**src/rtl/header_fetch_if.sv**
```systemverilog
// AXI4 read-address/read-data channels plus the 32-bit word stream toward the hash core.
// The fetch engine is the master; the interconnect and hash core together form the slave side.
interface header_fetch_if #(
    parameter int ADDR_WIDTH    = 32,
    parameter int DATA_WIDTH    = 64,
    parameter int ID_WIDTH      = 6,
    parameter int BUS_LEN_WIDTH = 4
) ();
    logic                     arvalid;
    logic                     arready;
    logic [ADDR_WIDTH-1:0]    araddr;
    logic [BUS_LEN_WIDTH-1:0] arlen;
    logic [ID_WIDTH-1:0]      arid;
    logic [2:0]               arsize;
    logic [1:0]               arburst;

    logic                     rvalid;
    logic                     rready;
    logic [DATA_WIDTH-1:0]    rdata;
    logic                     rlast;
    logic [1:0]               rresp;
    logic [ID_WIDTH-1:0]      rid;

    logic                     Out_valid;
    logic                     Out_ready;
    logic [31:0]              Out_data;
    logic                     Out_last;

    modport master (
        output arvalid, araddr, arlen, arid, arsize, arburst,
        input  arready,
        input  rvalid, rdata, rlast, rresp, rid,
        output rready,
        output Out_valid, Out_data, Out_last,
        input  Out_ready
    );

    modport slave (
        input  arvalid, araddr, arlen, arid, arsize, arburst,
        output arready,
        output rvalid, rdata, rlast, rresp, rid,
        input  rready,
        input  Out_valid, Out_data, Out_last,
        output Out_ready
    );
endinterface

```
**src/rtl/header_fetch.sv**
```systemverilog
// Fetches Num_beats 64-bit beats over AXI4 read bursts (16-beat max, never crossing 4 KB)
// and streams them out as 32-bit words, low half first, through a one-beat holding register.
module header_fetch #(
    parameter int ADDR_WIDTH    = 32,
    parameter int DATA_WIDTH    = 64,
    parameter int ID_WIDTH      = 6,
    parameter int BUS_LEN_WIDTH = 4,
    parameter int FETCH_ID      = 0
) (
    input  logic                  Clk,
    input  logic                  Rst,
    input  logic                  Start,
    input  logic [ADDR_WIDTH-1:0] Base_addr,
    input  logic [7:0]            Num_beats,
    output logic                  Busy,
    output logic                  Done,
    output logic                  Error,
    header_fetch_if.master        bus
);
    typedef enum logic [1:0] {IDLE, ADDR, DATA, DRAIN} state_e;

    localparam int MAX_BEATS = 1 << BUS_LEN_WIDTH;

    state_e                   state_q, state_d;
    logic [ADDR_WIDTH-1:0]    addr_q, addr_d;
    logic [7:0]               remain_q, remain_d;
    logic [BUS_LEN_WIDTH-1:0] arlen_q, arlen_d;
    logic                     arvalid_q, arvalid_d;
    logic                     busy_q, busy_d;
    logic                     done_q, done_d;
    logic                     error_q, error_d;
    logic                     hold_valid_q, hold_valid_d;
    logic                     half_q, half_d;
    logic                     hold_last_q, hold_last_d;
    logic [DATA_WIDTH-1:0]    hold_data_q, hold_data_d;

    logic                     rready_c;
    logic                     r_fire;
    logic                     out_fire;
    logic [BUS_LEN_WIDTH:0]   burst_beats;
    logic [ADDR_WIDTH-1:0]    next_addr;
    logic [7:0]               next_remain;

    // Burst length limited by remaining beats, the ARLEN range and the beats left in this 4 KB page.
    function automatic logic [BUS_LEN_WIDTH-1:0] calc_arlen(input logic [8:0] page_beat,
                                                            input logic [7:0] rem);
        logic [9:0] to_page_end;
        logic [9:0] n;
        to_page_end = 10'd512 - {1'b0, page_beat};
        n = {2'b00, rem};
        if (to_page_end < n) n = to_page_end;
        if (n > 10'(MAX_BEATS)) n = 10'(MAX_BEATS);
        n = n - 10'd1;
        return n[BUS_LEN_WIDTH-1:0];
    endfunction

    assign out_fire    = hold_valid_q && bus.Out_ready;
    assign rready_c    = (state_q == DATA) && (!hold_valid_q || (out_fire && half_q));
    assign r_fire      = bus.rvalid && rready_c;
    assign burst_beats = {1'b0, arlen_q} + {{BUS_LEN_WIDTH{1'b0}}, 1'b1};
    assign next_addr   = addr_q + ADDR_WIDTH'({burst_beats, 3'b000});
    assign next_remain = remain_q - 8'(burst_beats);

    always_comb begin
        // NOTE: every _d gets its hold value first so no path through this block infers a latch.
        state_d      = state_q;
        addr_d       = addr_q;
        remain_d     = remain_q;
        arlen_d      = arlen_q;
        arvalid_d    = arvalid_q;
        busy_d       = busy_q;
        done_d       = 1'b0;
        error_d      = error_q;
        hold_valid_d = hold_valid_q;
        half_d       = half_q;
        hold_last_d  = hold_last_q;
        hold_data_d  = hold_data_q;

        case (state_q)
            IDLE: begin
                if (Start) begin
                    error_d = 1'b0;
                    if (Num_beats == 8'd0) begin
                        done_d = 1'b1;
                    end else begin
                        addr_d    = Base_addr;
                        remain_d  = Num_beats;
                        arlen_d   = calc_arlen(Base_addr[11:3], Num_beats);
                        arvalid_d = 1'b1;
                        busy_d    = 1'b1;
                        state_d   = ADDR;
                    end
                end
            end
            ADDR: begin
                if (bus.arready) begin
                    arvalid_d = 1'b0;
                    state_d   = DATA;
                end
            end
            DATA: begin
                if (r_fire && bus.rlast) begin
                    addr_d   = next_addr;
                    remain_d = next_remain;
                    if (next_remain != 8'd0) begin
                        arlen_d   = calc_arlen(next_addr[11:3], next_remain);
                        arvalid_d = 1'b1;
                        state_d   = ADDR;
                    end else begin
                        state_d = DRAIN;
                    end
                end
            end
            DRAIN: begin
                if (out_fire && half_q && hold_last_q) begin
                    done_d  = 1'b1;
                    busy_d  = 1'b0;
                    state_d = IDLE;
                end
            end
            default: state_d = IDLE;
        endcase

        // A new beat may land in the same cycle the high word leaves, keeping one word per cycle.
        if (r_fire) begin
            hold_data_d  = bus.rdata;
            hold_valid_d = 1'b1;
            half_d       = 1'b0;
            hold_last_d  = bus.rlast && (remain_q == 8'(burst_beats));
            if (bus.rresp != 2'b00 || bus.rid != ID_WIDTH'(FETCH_ID)) error_d = 1'b1;
        end else if (out_fire) begin
            if (half_q) begin
                hold_valid_d = 1'b0;
                half_d       = 1'b0;
            end else begin
                half_d = 1'b1;
            end
        end
    end

    // NOTE: state flops use non-blocking assignments so every flop samples pre-edge values.
    always_ff @(posedge Clk) begin
        if (Rst) begin
            state_q      <= IDLE;
            addr_q       <= '0;
            remain_q     <= '0;
            arlen_q      <= '0;
            arvalid_q    <= 1'b0;
            busy_q       <= 1'b0;
            done_q       <= 1'b0;
            error_q      <= 1'b0;
            hold_valid_q <= 1'b0;
            half_q       <= 1'b0;
            hold_last_q  <= 1'b0;
        end else begin
            state_q      <= state_d;
            addr_q       <= addr_d;
            remain_q     <= remain_d;
            arlen_q      <= arlen_d;
            arvalid_q    <= arvalid_d;
            busy_q       <= busy_d;
            done_q       <= done_d;
            error_q      <= error_d;
            hold_valid_q <= hold_valid_d;
            half_q       <= half_d;
            hold_last_q  <= hold_last_d;
        end
    end

    // NOTE: the data register is qualified by hold_valid_q, so it needs no reset.
    always_ff @(posedge Clk) begin
        hold_data_q <= hold_data_d;
    end

    assign Busy          = busy_q;
    assign Done          = done_q;
    assign Error         = error_q;
    assign bus.arvalid   = arvalid_q;
    assign bus.araddr    = addr_q;
    assign bus.arlen     = arlen_q;
    assign bus.arid      = ID_WIDTH'(FETCH_ID);
    assign bus.arsize    = 3'd3;
    assign bus.arburst   = 2'b01;
    assign bus.rready    = rready_c;
    assign bus.Out_valid = hold_valid_q;
    assign bus.Out_data  = half_q ? hold_data_q[63:32] : hold_data_q[31:0];
    assign bus.Out_last  = hold_valid_q && half_q && hold_last_q;
endmodule

```
**src/flat_wrapper.sv**
```systemverilog
// flat-port wrapper written by rule: the top's interface ports become plain ports
module header_fetch_flat 
#(
    parameter int ADDR_WIDTH    = 32,
    parameter int DATA_WIDTH    = 64,
    parameter int ID_WIDTH      = 6,
    parameter int BUS_LEN_WIDTH = 4,
    parameter int FETCH_ID      = 0
)
  (Clk, Rst, Start, Base_addr, Num_beats, Busy, Done, Error, bus_arvalid, bus_araddr, bus_arlen, bus_arid, bus_arsize, bus_arburst, bus_arready, bus_rvalid, bus_rdata, bus_rlast, bus_rresp, bus_rid, bus_rready, bus_Out_valid, bus_Out_data, bus_Out_last, bus_Out_ready);
  header_fetch_if #(.ADDR_WIDTH(ADDR_WIDTH), .DATA_WIDTH(DATA_WIDTH), .ID_WIDTH(ID_WIDTH), .BUS_LEN_WIDTH(BUS_LEN_WIDTH)) bus_i ();
  input  logic Clk;
  input  logic Rst;
  input  logic Start;
  input  logic [ADDR_WIDTH-1:0] Base_addr;
  input  logic [7:0] Num_beats;
  output logic Busy;
  output logic Done;
  output logic Error;
  output wire logic [$bits(bus_i.arvalid)-1:0] bus_arvalid;
  output wire logic [$bits(bus_i.araddr)-1:0] bus_araddr;
  output wire logic [$bits(bus_i.arlen)-1:0] bus_arlen;
  output wire logic [$bits(bus_i.arid)-1:0] bus_arid;
  output wire logic [$bits(bus_i.arsize)-1:0] bus_arsize;
  output wire logic [$bits(bus_i.arburst)-1:0] bus_arburst;
  input wire logic [$bits(bus_i.arready)-1:0] bus_arready;
  input wire logic [$bits(bus_i.rvalid)-1:0] bus_rvalid;
  input wire logic [$bits(bus_i.rdata)-1:0] bus_rdata;
  input wire logic [$bits(bus_i.rlast)-1:0] bus_rlast;
  input wire logic [$bits(bus_i.rresp)-1:0] bus_rresp;
  input wire logic [$bits(bus_i.rid)-1:0] bus_rid;
  output wire logic [$bits(bus_i.rready)-1:0] bus_rready;
  output wire logic [$bits(bus_i.Out_valid)-1:0] bus_Out_valid;
  output wire logic [$bits(bus_i.Out_data)-1:0] bus_Out_data;
  output wire logic [$bits(bus_i.Out_last)-1:0] bus_Out_last;
  input wire logic [$bits(bus_i.Out_ready)-1:0] bus_Out_ready;
  assign bus_arvalid = bus_i.arvalid;
  assign bus_araddr = bus_i.araddr;
  assign bus_arlen = bus_i.arlen;
  assign bus_arid = bus_i.arid;
  assign bus_arsize = bus_i.arsize;
  assign bus_arburst = bus_i.arburst;
  assign bus_i.arready = bus_arready;
  assign bus_i.rvalid = bus_rvalid;
  assign bus_i.rdata = bus_rdata;
  assign bus_i.rlast = bus_rlast;
  assign bus_i.rresp = bus_rresp;
  assign bus_i.rid = bus_rid;
  assign bus_rready = bus_i.rready;
  assign bus_Out_valid = bus_i.Out_valid;
  assign bus_Out_data = bus_i.Out_data;
  assign bus_Out_last = bus_i.Out_last;
  assign bus_i.Out_ready = bus_Out_ready;
  header_fetch #(.ADDR_WIDTH(ADDR_WIDTH), .DATA_WIDTH(DATA_WIDTH), .ID_WIDTH(ID_WIDTH), .BUS_LEN_WIDTH(BUS_LEN_WIDTH), .FETCH_ID(FETCH_ID)) u_core (.Clk(Clk), .Rst(Rst), .Start(Start), .Base_addr(Base_addr), .Num_beats(Num_beats), .Busy(Busy), .Done(Done), .Error(Error), .bus(bus_i));
endmodule
```
**config.mk**
```make
export PLATFORM = sky130hd
export DESIGN_NAME = header_fetch_flat
export DESIGN_NICKNAME = d
export VERILOG_FILES = /design/src/rtl/header_fetch_if.sv /design/src/rtl/header_fetch.sv /design/src/flat_wrapper.sv
export SDC_FILE = /design/constraint.sdc
export NUM_CORES = 1
export LEC_CHECK = 0
export CAP_MARGIN = 20
export CORE_ASPECT_RATIO = 1.1
export CORE_UTILIZATION = 48
export DETAILED_ROUTE_END_ITERATION = 16
export PLACE_DENSITY = 0.92
export SLEW_MARGIN = 40
export SYNTH_ARGS = -nofsm -noshare
export SYNTH_HDL_FRONTEND = slang
export SYNTH_SLANG_ARGS = --single-unit
```
**constraint.sdc**
```tcl
create_clock -name Clk -period 5.4 [get_ports Clk]
set_clock_uncertainty 0.15 [all_clocks]
set_input_delay 0.81 -clock Clk [delete_from_list [all_inputs] [get_ports Clk]]
set_output_delay 0.81 -clock Clk [all_outputs]
set_load 0.005 [all_outputs]
```
== Word-level counts from Yosys, hierarchy flattened ==
Index checks and enable logic that the tools add are counted.

* $add $sub $neg: 7
* Order comparisons: 4
* Eq/ne operators: 10
* Multiplexer cells: 57
* Reductions and logical operators: 29

{| class="wikitable"
|+ Operators with widths
! cell !! count
|-
| $mux W32 || 4
|-
| $mux W10 || 8
|-
| $pmux W32 S2 || 1
|-
| $mux W4 || 12
|-
| $add A32 B8 Y32 || 1
|-
| $mux W8 || 3
|-
| $gt A10 B5 Y1 const B || 2
|-
| $lt A10 B8 Y1 || 2
|-
| $sub A10 B9 Y10 const A || 2
|-
| $mux W1 || 17
|-
| $pmux W8 S2 || 1
|-
| $mux W2 || 6
|-
| $ne A2 B2 Y1 const B || 5
|-
| $reduce_and A5 Y1 || 2
|-
| $reduce_bool A2 Y1 || 5
|-
| $logic_and A1 B1 Y1 || 9
|-
| $eq A8 B5 Y1 || 1
|-
| $logic_not A8 Y1 || 1
|-
| $pmux W2 S4 || 1
|-
| $pmux W4 S2 || 1
|-
| $reduce_and A4 Y1 || 2
|-
| $reduce_bool A8 Y1 || 1
|-
| $sub A4 B1 Y4 const B || 2
|-
| $sub A8 B5 Y8 || 1
|-
| other kinds (14) || 17
|}

* Register bits after elaboration: 117
* Bits of input ports: 119
* Output and inout port bits: 86

== Longest topological paths before layout ==
Gate-level depths: netlist of run 1.

* Depth after elaboration: 17
* Depth in mapped cells: 23
* Mapped depth without buffers: 23

== Worst setup path before layout of run 1 ==
OpenSTA, ideal clock, no wires.

* Path kind: register to register
* From: register u_core.arlen_q[0] (netlist: u_core.bus.arlen[0])
* To: register u_core.arlen_q[2] (netlist: u_core.bus.arlen[2])
* Setup time: 69 ps
* Data arrival time: 4528 ps
* Data required time: 5181 ps
* Slack: 653 ps
* Stages on the path, launching flop included: 22
* Buffers on the path: 0
* Period minus slack after synthesis: 4747 ps
* Path through: dfxtp_1 > ha_1 > inv_1 > fa_1 > nor2b_1 > o22ai_1 > xnor2_1 > nand2b_1 > nand2_1 > o21ai_1 > a21oi_1 > xnor2_1 > ha_1 > o21a_1 > o21a_1 > a311o_1 > a211oi_1 > o21ai_0 > o211a_2 > ha_1 > xor2_1 > o21ai_1

* Longest elaborated chain between the ends: 17

{| class="wikitable"
|+ Ends and longest elaborated chain
! element !! RTL line !! RTL
|-
| start: declaration || header_fetch.sv:27 || <nowiki>logic [BUS_LEN_WIDTH-1:0] arlen_q, arlen_d;</nowiki>
|-
| start signal: assignment || header_fetch.sv:159 || <nowiki>arlen_q <= arlen_d;</nowiki>
|-
| $add A4 B1 Y5 (*) || header_fetch.sv:60 || <nowiki>assign burst_beats = {1'b0, arlen_q} + {{BUS_LEN_WIDTH{1'b0}}, 1'b1};</nowiki>
|-
| $add A32 B8 Y32 || header_fetch.sv:61 || <nowiki>assign next_addr = addr_q + ADDR_WIDTH'({burst_beats, 3'b000});</nowiki>
|-
| $sub A10 B9 Y10 || header_fetch.sv:49 || <nowiki>to_page_end = 10'd512 - {1'b0, page_beat};</nowiki>
|-
| $lt A10 B8 Y1 || header_fetch.sv:51 || <nowiki>if (to_page_end < n) n = to_page_end;</nowiki>
|-
| $mux W10 || header_fetch.sv:51 ||
|-
| $mux W10 || header_fetch.sv:105 || <nowiki>if (next_remain != 8'd0) begin</nowiki>
|-
| $mux W10 || header_fetch.sv:102 || <nowiki>if (r_fire && bus.rlast) begin</nowiki>
|-
| $mux W10 || header_fetch.sv:79 || <nowiki>case (state_q)</nowiki>
|-
| $gt A10 B5 Y1 || header_fetch.sv:52 || <nowiki>if (n > 10'(MAX_BEATS)) n = 10'(MAX_BEATS);</nowiki>
|-
| $mux W4 || header_fetch.sv:52 ||
|-
| $mux W4 || header_fetch.sv:105 ||
|-
| $mux W4 || header_fetch.sv:102 ||
|-
| $mux W4 || header_fetch.sv:79 ||
|-
| $sub A4 B1 Y4 || header_fetch.sv:53 || <nowiki>n = n - 10'd1;</nowiki>
|-
| $mux W4 || header_fetch.sv:105 ||
|-
| $mux W4 || header_fetch.sv:102 ||
|-
| $pmux W4 S2 || header_fetch.sv:79 ||
|}

Mark *: on every way between the ends. The rest lies on a longest branch, timed or not. The select of a mux whose other input is x is not followed.
A chain may end at the register's enable or synchronous reset.

== Final worst setup path of run 1 ==
Same ends and word-level chain as after synthesis.

==> results.md, run 1 <==
- Sw power: 1.85 mW
- I/O pin count: 205
- Htree depth: 4
- Die Span Y: 129 um
- Synth top area cells: edfxtp_1 (28%), dfxtp_1 (15%), ha_1 (5.7%)
- Worst r2r path cells: 22
- Reg2reg start: u_core.bus.arlen[0]$_SDFFE_PP0P_
- # hold bufs at CTS: 0
- Avg Inst Size Synth: 9.44 um2
- Die Area: 15000 um2
- Avg Vias per Cell: 5.75
- WHS: 0.312 ns
- Largest net degree at the start of global routing: 66
- ANT cells: 0
- CP Data Required Time: 5.61 ns
- CTS Buffer Depth: 2
- Primary FF master, synth: edfxtp_1
- Overall Power: 4.71 mW
- Post CTS Setup Buffer Count: 0
- Most frequent cell after synthesis: nor2_1
- Final setup viols: 0
- Hold EP: u_core.remain_q[2]$_SDFFE_PP0P_
- Synth Register Bits: 117
- Clock power frac: 0.254
- Relative slew slack: 0.465
- Inserted Clock Buffers: 17
- Dpl ws: 0.382 ns
- Post-route design area: 9670 um2
- Register area: 2980 um2
- Post-Synthesis Cells: 740
- Antenna violations before repair: 0
- Row count: 45
- WL per Instance: 18.7 um
- Die extent in x: 117 um
- Post-synthesis compound-gate area fraction: 0.187
- Total wire length: 21000 um
- Commonest cells in the synthesized netlist: nor2_1 (71), edfxtp_1 (64), nand2_1 (54)
- Post-Layout Cell Count: 1126
- CP Data Arrival Time: 5.34 ns
- Cell taking the most area after synthesis: edfxtp_1
- Xor/xnor share of the synthesized area: 0.0238
- EDFF count, synth: 64
- Hold path depth: 2
- Initial Utilization: 0.498
- Vias in the first global route: 6172
- Dpl cells: 1094
- GR Util All Layers: 0.278
- Antenna Nets Post-Route: 0
- Core Region: 14000 um2
- Max Cap Violations: 0
- # nets final: 1078
- DP HPWL: 14900 um
- Pins Over Slew Limit: 0
- CTS tree: done
- Worst setup margin: 0.269 ns
- Mapped cell area: 6990 um2
- Reg-to-Reg End: u_core.bus.arlen[2]$_SDFFE_PP0P_
- Routability-driven placement congestion ratio: 0.934
- Layout area overhead: 38.4%
- Multi-input gate area: 3700 um2
- Worst VDD drop: 0.260 mV
- Pint: 2.87 mW
- Clock transition at path regs: 0.06 ns
- First-pass GRT wire length: 31500 um
- Sequential share of power: 0.270
- Mux contribution to synthesized area: 0.0630
- Via count: 6478
- Status: finished, final reports clean
- Placed Area: 9050 um2
- Worst-Skew Late Latency: 0.42 ns
- Switching Fraction: 0.392
- PostCTS Resize Cnt: 0
- Ys async rst share: 0
- Tightest Pin Transition: 0.802 ns
- Leak: 3.45 nW
- Initial DRC count: 425
- Adder-cell share of the synthesized area: 0.0630
- Top-area cell type share of the netlist area: 0.275
- Hold path start: u_core.remain_q[2]$_SDFFE_PP0P_
- Combinational share of power: 0.476
- Power per standard cell area: 487 nW/um2
- Port Buf Inserts: 193
- Post-synthesis sequential area ratio: 0.427
- Crit end category: register
- Drt drc: 0
- F_max: 0.195 GHz
- Number of fill cells: 1058
- Fin crit period: 5.13 ns
- Distinct cells, synth: 76
- Pre-Repair DR Iteration Count: 5
- Final Hold Vio Count: 0
- Worst-path fanout max: 8
- Layout cells sized above 1: 0.100
- R2R setup slack: 0.27 ns
- Min-Delay Path Class: reg -> reg
- Synthesis Warnings: 0
- Final period utilization: 0.950
- Clock sinks: 117
- Critical path class: reg -> reg
- Post-synthesis simple-gate area fraction: 0.184
- Startpoint types: register
- CTS root buf: clkbuf_16
- Largest family of logic cells by synthesized area: compound AO/OA/AOI/OAI gates
- Total congestion overflow: 0
-- routing by layer --
layer / share of wire / global-route usage / up-vias / wire, um
met5: 0 / 0 / - / 0
met4: 0.020 / 0.0975 / 0 / 419
met3: 0.093 / 0.0815 / 40 / 1950
met2: 0.50 / 0.490 / 306 / 10500
met1: 0.39 / 0.319 / 3035 / 8140
li1: - / - / 3097 / -
-- kinds of logic after synthesis --
family                   count (synthesis)
buffers and inverters                   83
flip-flops                             117
AO/OA/AOI/OAI                          198
multiplexers                            40
XOR/XNOR                                19
AND/OR/NAND/NOR                        247
adder cells (fa/ha/maj)                 34
other                                    2
-- power groups by stage --
stage                     Combinational, mW  Sequential, mW  Clock, mW
after global routing                   2.47            1.29       1.25
after floorplan                        1.49            1.24          0
after detailed placement               2.20            1.28          0
after CTS                              2.22            1.27       1.21
final                                  2.25            1.27       1.20
after global placement                 2.12            1.27          0
-- worst max-delay path, cell delays in order, from the launching register on --
cell and delay (ns):
dfxtp_1 0.39, ha_1 0.21, xor2_1 0.34, ha_1 0.37, xor2_1 0.30, and3_1 0.25
o21ai_1 0.16, nor2_2 0.24, nor2_1 0.09, a21oi_1 0.13, o21ai_0 0.11, xnor2_1 0.16
ha_1 0.31, o21a_1 0.12, o21a_1 0.10, a311o_1 0.34, nor4b_2 0.27, buf_4 0.18
o21ai_0 0.07, o211a_2 0.29, ha_1 0.21, xor2_1 0.16, o21ai_1 0.13
-- stage by stage --
| stage | TNS [ns] | utilization |
|---|---|---|
| after floorplan | 0 | - |
| after global placement | 0 | 0.645 |
| after detailed placement | 0 | 0.646 |
| after CTS | 0 | 0.690 |
| after global routing | -0.0172 | 0.690 |
| final | 0 | 0.690 |
-- registers in the layout (all words and copies together) (netlist names) --
name                  cells
u_core.Busy               1
u_core.Error              1
u_core.Done               1
u_core.bus.arvalid        1
u_core.bus.arlen          4
u_core.hold_last_q        1
u_core.bus.araddr        32
u_core.half_q             1
u_core.bus.Out_valid      1
u_core.remain_q           8
u_core.hold_data_q       64
u_core.state_q            2
-- placed cells by master, fill, tap and decap left out, types with 5 or more instances in the layout --
| master | netlist | routed |
|---|---|---|
| a211oi_1 | 24 | 24 |
| a21o_1 | 6 | 6 |
| a21oi_1 | 47 | 47 |
| a22oi_1 | 9 | 9 |
| a31oi_1 | 7 | 7 |
| and2_1 | 7 | 7 |
| and3_1 | 8 | 8 |
| buf_4 | 12 | 8 |
| clkbuf_16 | 0 | 17 |
| clkdlybuf4s50_1 | 0 | 192 |
| conb_1 | 2 | 11 |
| dfxtp_1 | 53 | 53 |
| edfxtp_1 | 64 | 64 |
| ha_1 | 32 | 31 |
| inv_1 | 37 | 37 |
| mux2_2 | 32 | 32 |
| mux2i_1 | 8 | 8 |
| nand2_1 | 54 | 54 |
| nand2b_1 | 5 | 5 |
| nand3_1 | 25 | 25 |
| nand4_1 | 9 | 9 |
| nor2_1 | 71 | 70 |
| nor2b_1 | 12 | 12 |
| nor3_1 | 13 | 13 |
| nor4_1 | 5 | 5 |
| o211ai_1 | 6 | 6 |
| o21a_1 | 5 | 5 |
| o21ai_0 | 24 | 24 |
| o21ai_1 | 21 | 21 |
| o22ai_1 | 8 | 8 |
| o31ai_1 | 6 | 6 |
| or4_1 | 7 | 7 |
| xnor2_1 | 13 | 13 |
| xor2_1 | 6 | 6 |
-- how the worst max path moves through the flow --
stage	from	endpoint	slack, ns
3_5_place_dp	u_core.bus.arlen[0]$_SDFFE_PP0P_	u_core.bus.arlen[2]$_SDFFE_PP0P_	0.38
3_3_place_gp	u_core.bus.arlen[0]$_SDFFE_PP0P_	u_core.bus.arlen[1]$_SDFFE_PP0P_	0.55
5_1_grt	u_core.bus.arlen[0]$_SDFFE_PP0P_	u_core.bus.arlen[2]$_SDFFE_PP0P_	-0.02
4_1_cts	u_core.bus.arlen[0]$_SDFFE_PP0P_	u_core.bus.arlen[2]$_SDFFE_PP0P_	0.28
6_report	u_core.bus.arlen[0]$_SDFFE_PP0P_	u_core.bus.arlen[2]$_SDFFE_PP0P_	0.27
2_1_floorplan	u_core.bus.arlen[0]$_SDFFE_PP0P_	u_core.bus.arlen[2]$_SDFFE_PP0P_	0.65
-- cell type report --
cell class	instances	area share
clock buffers	17	0.0440
clock inverters	15	0.0201
inverters	40	0.0155
multi-input cells	549	0.383
flip-flops and latches	117	0.308
well taps	188	0.0243
repair buffers	200	0.205
Power figures use the tool's default switching activity.
==> run 2, diff against run 1 <==
- CORE_MARGIN: default -> 4
- RECOVER_POWER: default -> 25
==> results.md, run 2 (synthesized netlist as in run 1, its figures left out) <==
- Antenna Nets Post-Route: 0
- Overall Power: 4.56 mW
- Worst VDD drop: 0.315 mV
- Fin crit period: 5.06 ns
- Vias in the first global route: 6426
- Die extent in x: 123 um
- Max reg flops: 64
- Placed Area: 9050 um2
- Worst setup endpoint: u_core.bus.arlen[1]$_SDFFE_PP0P_
- Core Region: 14000 um2
- Total wire length: 21100 um
- Min-Delay Path Class: reg -> reg
- GR Util All Layers: 0.251
- CTS Buffer Depth: 2
- Leak: 3.44 nW
- Layout area overhead: 37.8%
- Initial Utilization: 0.498
- Worst setup margin: 0.338 ns
- Inserted Clock Buffers: 17
- I/O pin count: 205
- Critical path class: reg -> reg
- Final setup viols: 0
- Dpl ws: 0.340 ns
- # nets final: 1078
- Row count: 45
- Tightest Pin Transition: 0.770 ns
- Htree depth: 4
- Final period utilization: 0.937
- CTS tree: done
- Crit end category: register
- Via count: 6569
- CP Data Required Time: 5.57 ns
- Reg-to-Reg End: u_core.bus.arlen[1]$_SDFFE_PP0P_
- Power per standard cell area: 474 nW/um2
- Routability-driven placement congestion ratio: 0.956
- Reg2reg start: u_core.bus.arlen[1]$_SDFFE_PP0P_
- Avg Vias per Cell: 5.81
- Total congestion overflow: 0
- Relative slew slack: 0.487
- Antenna violations before repair: 4
- Pins Over Slew Limit: 0
- WL per Instance: 18.7 um
- Clock sinks: 117
- Initial DRC count: 561
- Die Area: 16600 um2
- First-pass GRT wire length: 32800 um
- Final core utilization: 0.687
- R2R setup slack: 0.34 ns
- Status: finished, final reports clean
- Commonest non-fill, non-tap cell in the layout: clkdlybuf4s50_1
- Commonest cells after routing, fill and taps aside: clkdlybuf4s50_1 (128), nor2_1 (70), dlygate4sd3_1 (64), edfxtp_1 (64), nand2_1 (54)
- Port Buf Inserts: 193
- Post-route design area: 9630 um2
- Final Hold Vio Count: 0
- Pre-Repair DR Iteration Count: 8
- Clock transition at path regs: 0.06 ns
- Drt drc: 0
- Worst r2r path cells: 21
- Largest net degree at the start of global routing: 66
- RSZ-0062 raised after global routing: false
- DP HPWL: 15400 um
- Die Span Y: 135 um
- F_max: 0.198 GHz
- Startpoint types: register
- CP Data Arrival Time: 5.24 ns
- CTS root buf: clkbuf_16
- Max Cap Violations: 0
- Hold path depth: 2
- Register area: 2980 um2
- Biggest register: u_core.hold_data_q
- Worst-path fanout max: 8
- Worst-Skew Late Latency: 0.42 ns
- Number of fill cells: 1041
- Layout cells sized above 1: 0.0991
- Setup TNS: 0 ns
- Worst setup startpoint: u_core.bus.arlen[1]$_SDFFE_PP0P_
- Multi-input gate area: 3710 um2
==> run 2: per-stage QoR <==
step                instances  hold slack [ns]
detailed placement       1094            0.311
CTS                      1126            0.328
finish                   1131            0.323
floorplan                 749            0.286
global placement         1094            0.299
global route             1130            0.357
==> run 2: what timing repair did <==
item | CTS | global route
endpoints found under the setup margin | 0 | 2
hold buffers | 0 | 0
resized for setup | 0 | 2
setup buffers | 0 | 0
==> run 2: worst max-delay path, stage by stage (launching register included) <==
cell      delay [ns]
dfxtp_1         0.34
ha_1            0.35
inv_1           0.10
fa_1            0.43
nor2b_1         0.22
o22ai_1         0.19
xnor2_1         0.36
nor2_2          0.13
nor2_1          0.11
a21oi_1         0.04
o21ai_0         0.20
xnor2_1         0.10
ha_1            0.31
o21a_1          0.12
o21a_1          0.11
a311o_1         0.35
nor4b_2         0.29
buf_4           0.19
o21ai_0         0.09
o211a_2         0.29
ha_1            0.30
a211oi_1        0.20
==> run 2: layer usage <==
layer	vias up	wire, um	global-route usage
met1	3092	7960	0.292
met4	0	392	0.0720
li1	3109	-	-
met5	-	0	0
met2	327	10700	0.442
met3	41	2080	0.0804
==> run 2: layout make-up <==
type,instances,share of cell area
well taps,188,0.0244
multi-input cells,549,0.385
clock inverters,15,0.0135
diodes,5,0.00130
flip-flops and latches,117,0.310
repair buffers,200,0.206
clock buffers,17,0.0442
inverters,40,0.0156
==> run 2: worst min-delay path by stage <==
stage                                             startpoint                                 end  slack [ns]
after global routing         u_core.remain_q[1]$_SDFFE_PP0P_     u_core.remain_q[1]$_SDFFE_PP0P_        0.36
after CTS                    u_core.remain_q[2]$_SDFFE_PP0P_     u_core.remain_q[2]$_SDFFE_PP0P_        0.33
after detailed placement     u_core.remain_q[2]$_SDFFE_PP0P_     u_core.remain_q[2]$_SDFFE_PP0P_        0.31
final                     u_core.bus.araddr[31]$_SDFFE_PP0P_  u_core.bus.araddr[31]$_SDFFE_PP0P_        0.32
after global placement       u_core.remain_q[2]$_SDFFE_PP0P_     u_core.remain_q[2]$_SDFFE_PP0P_        0.30
after floorplan              u_core.remain_q[2]$_SDFFE_PP0P_     u_core.remain_q[2]$_SDFFE_PP0P_        0.29
==> run 2: power by group <==
| part | switching (mW) | leakage (nW) | total, mW | internal (mW) |
|---|---|---|---|---|
| clock network | 0.415 | 0.263 | 1.05 | 0.632 |
| logic | 1.23 | 2.16 | 2.24 | 1.01 |
| registers | 0.160 | 1.01 | 1.27 | 1.11 |
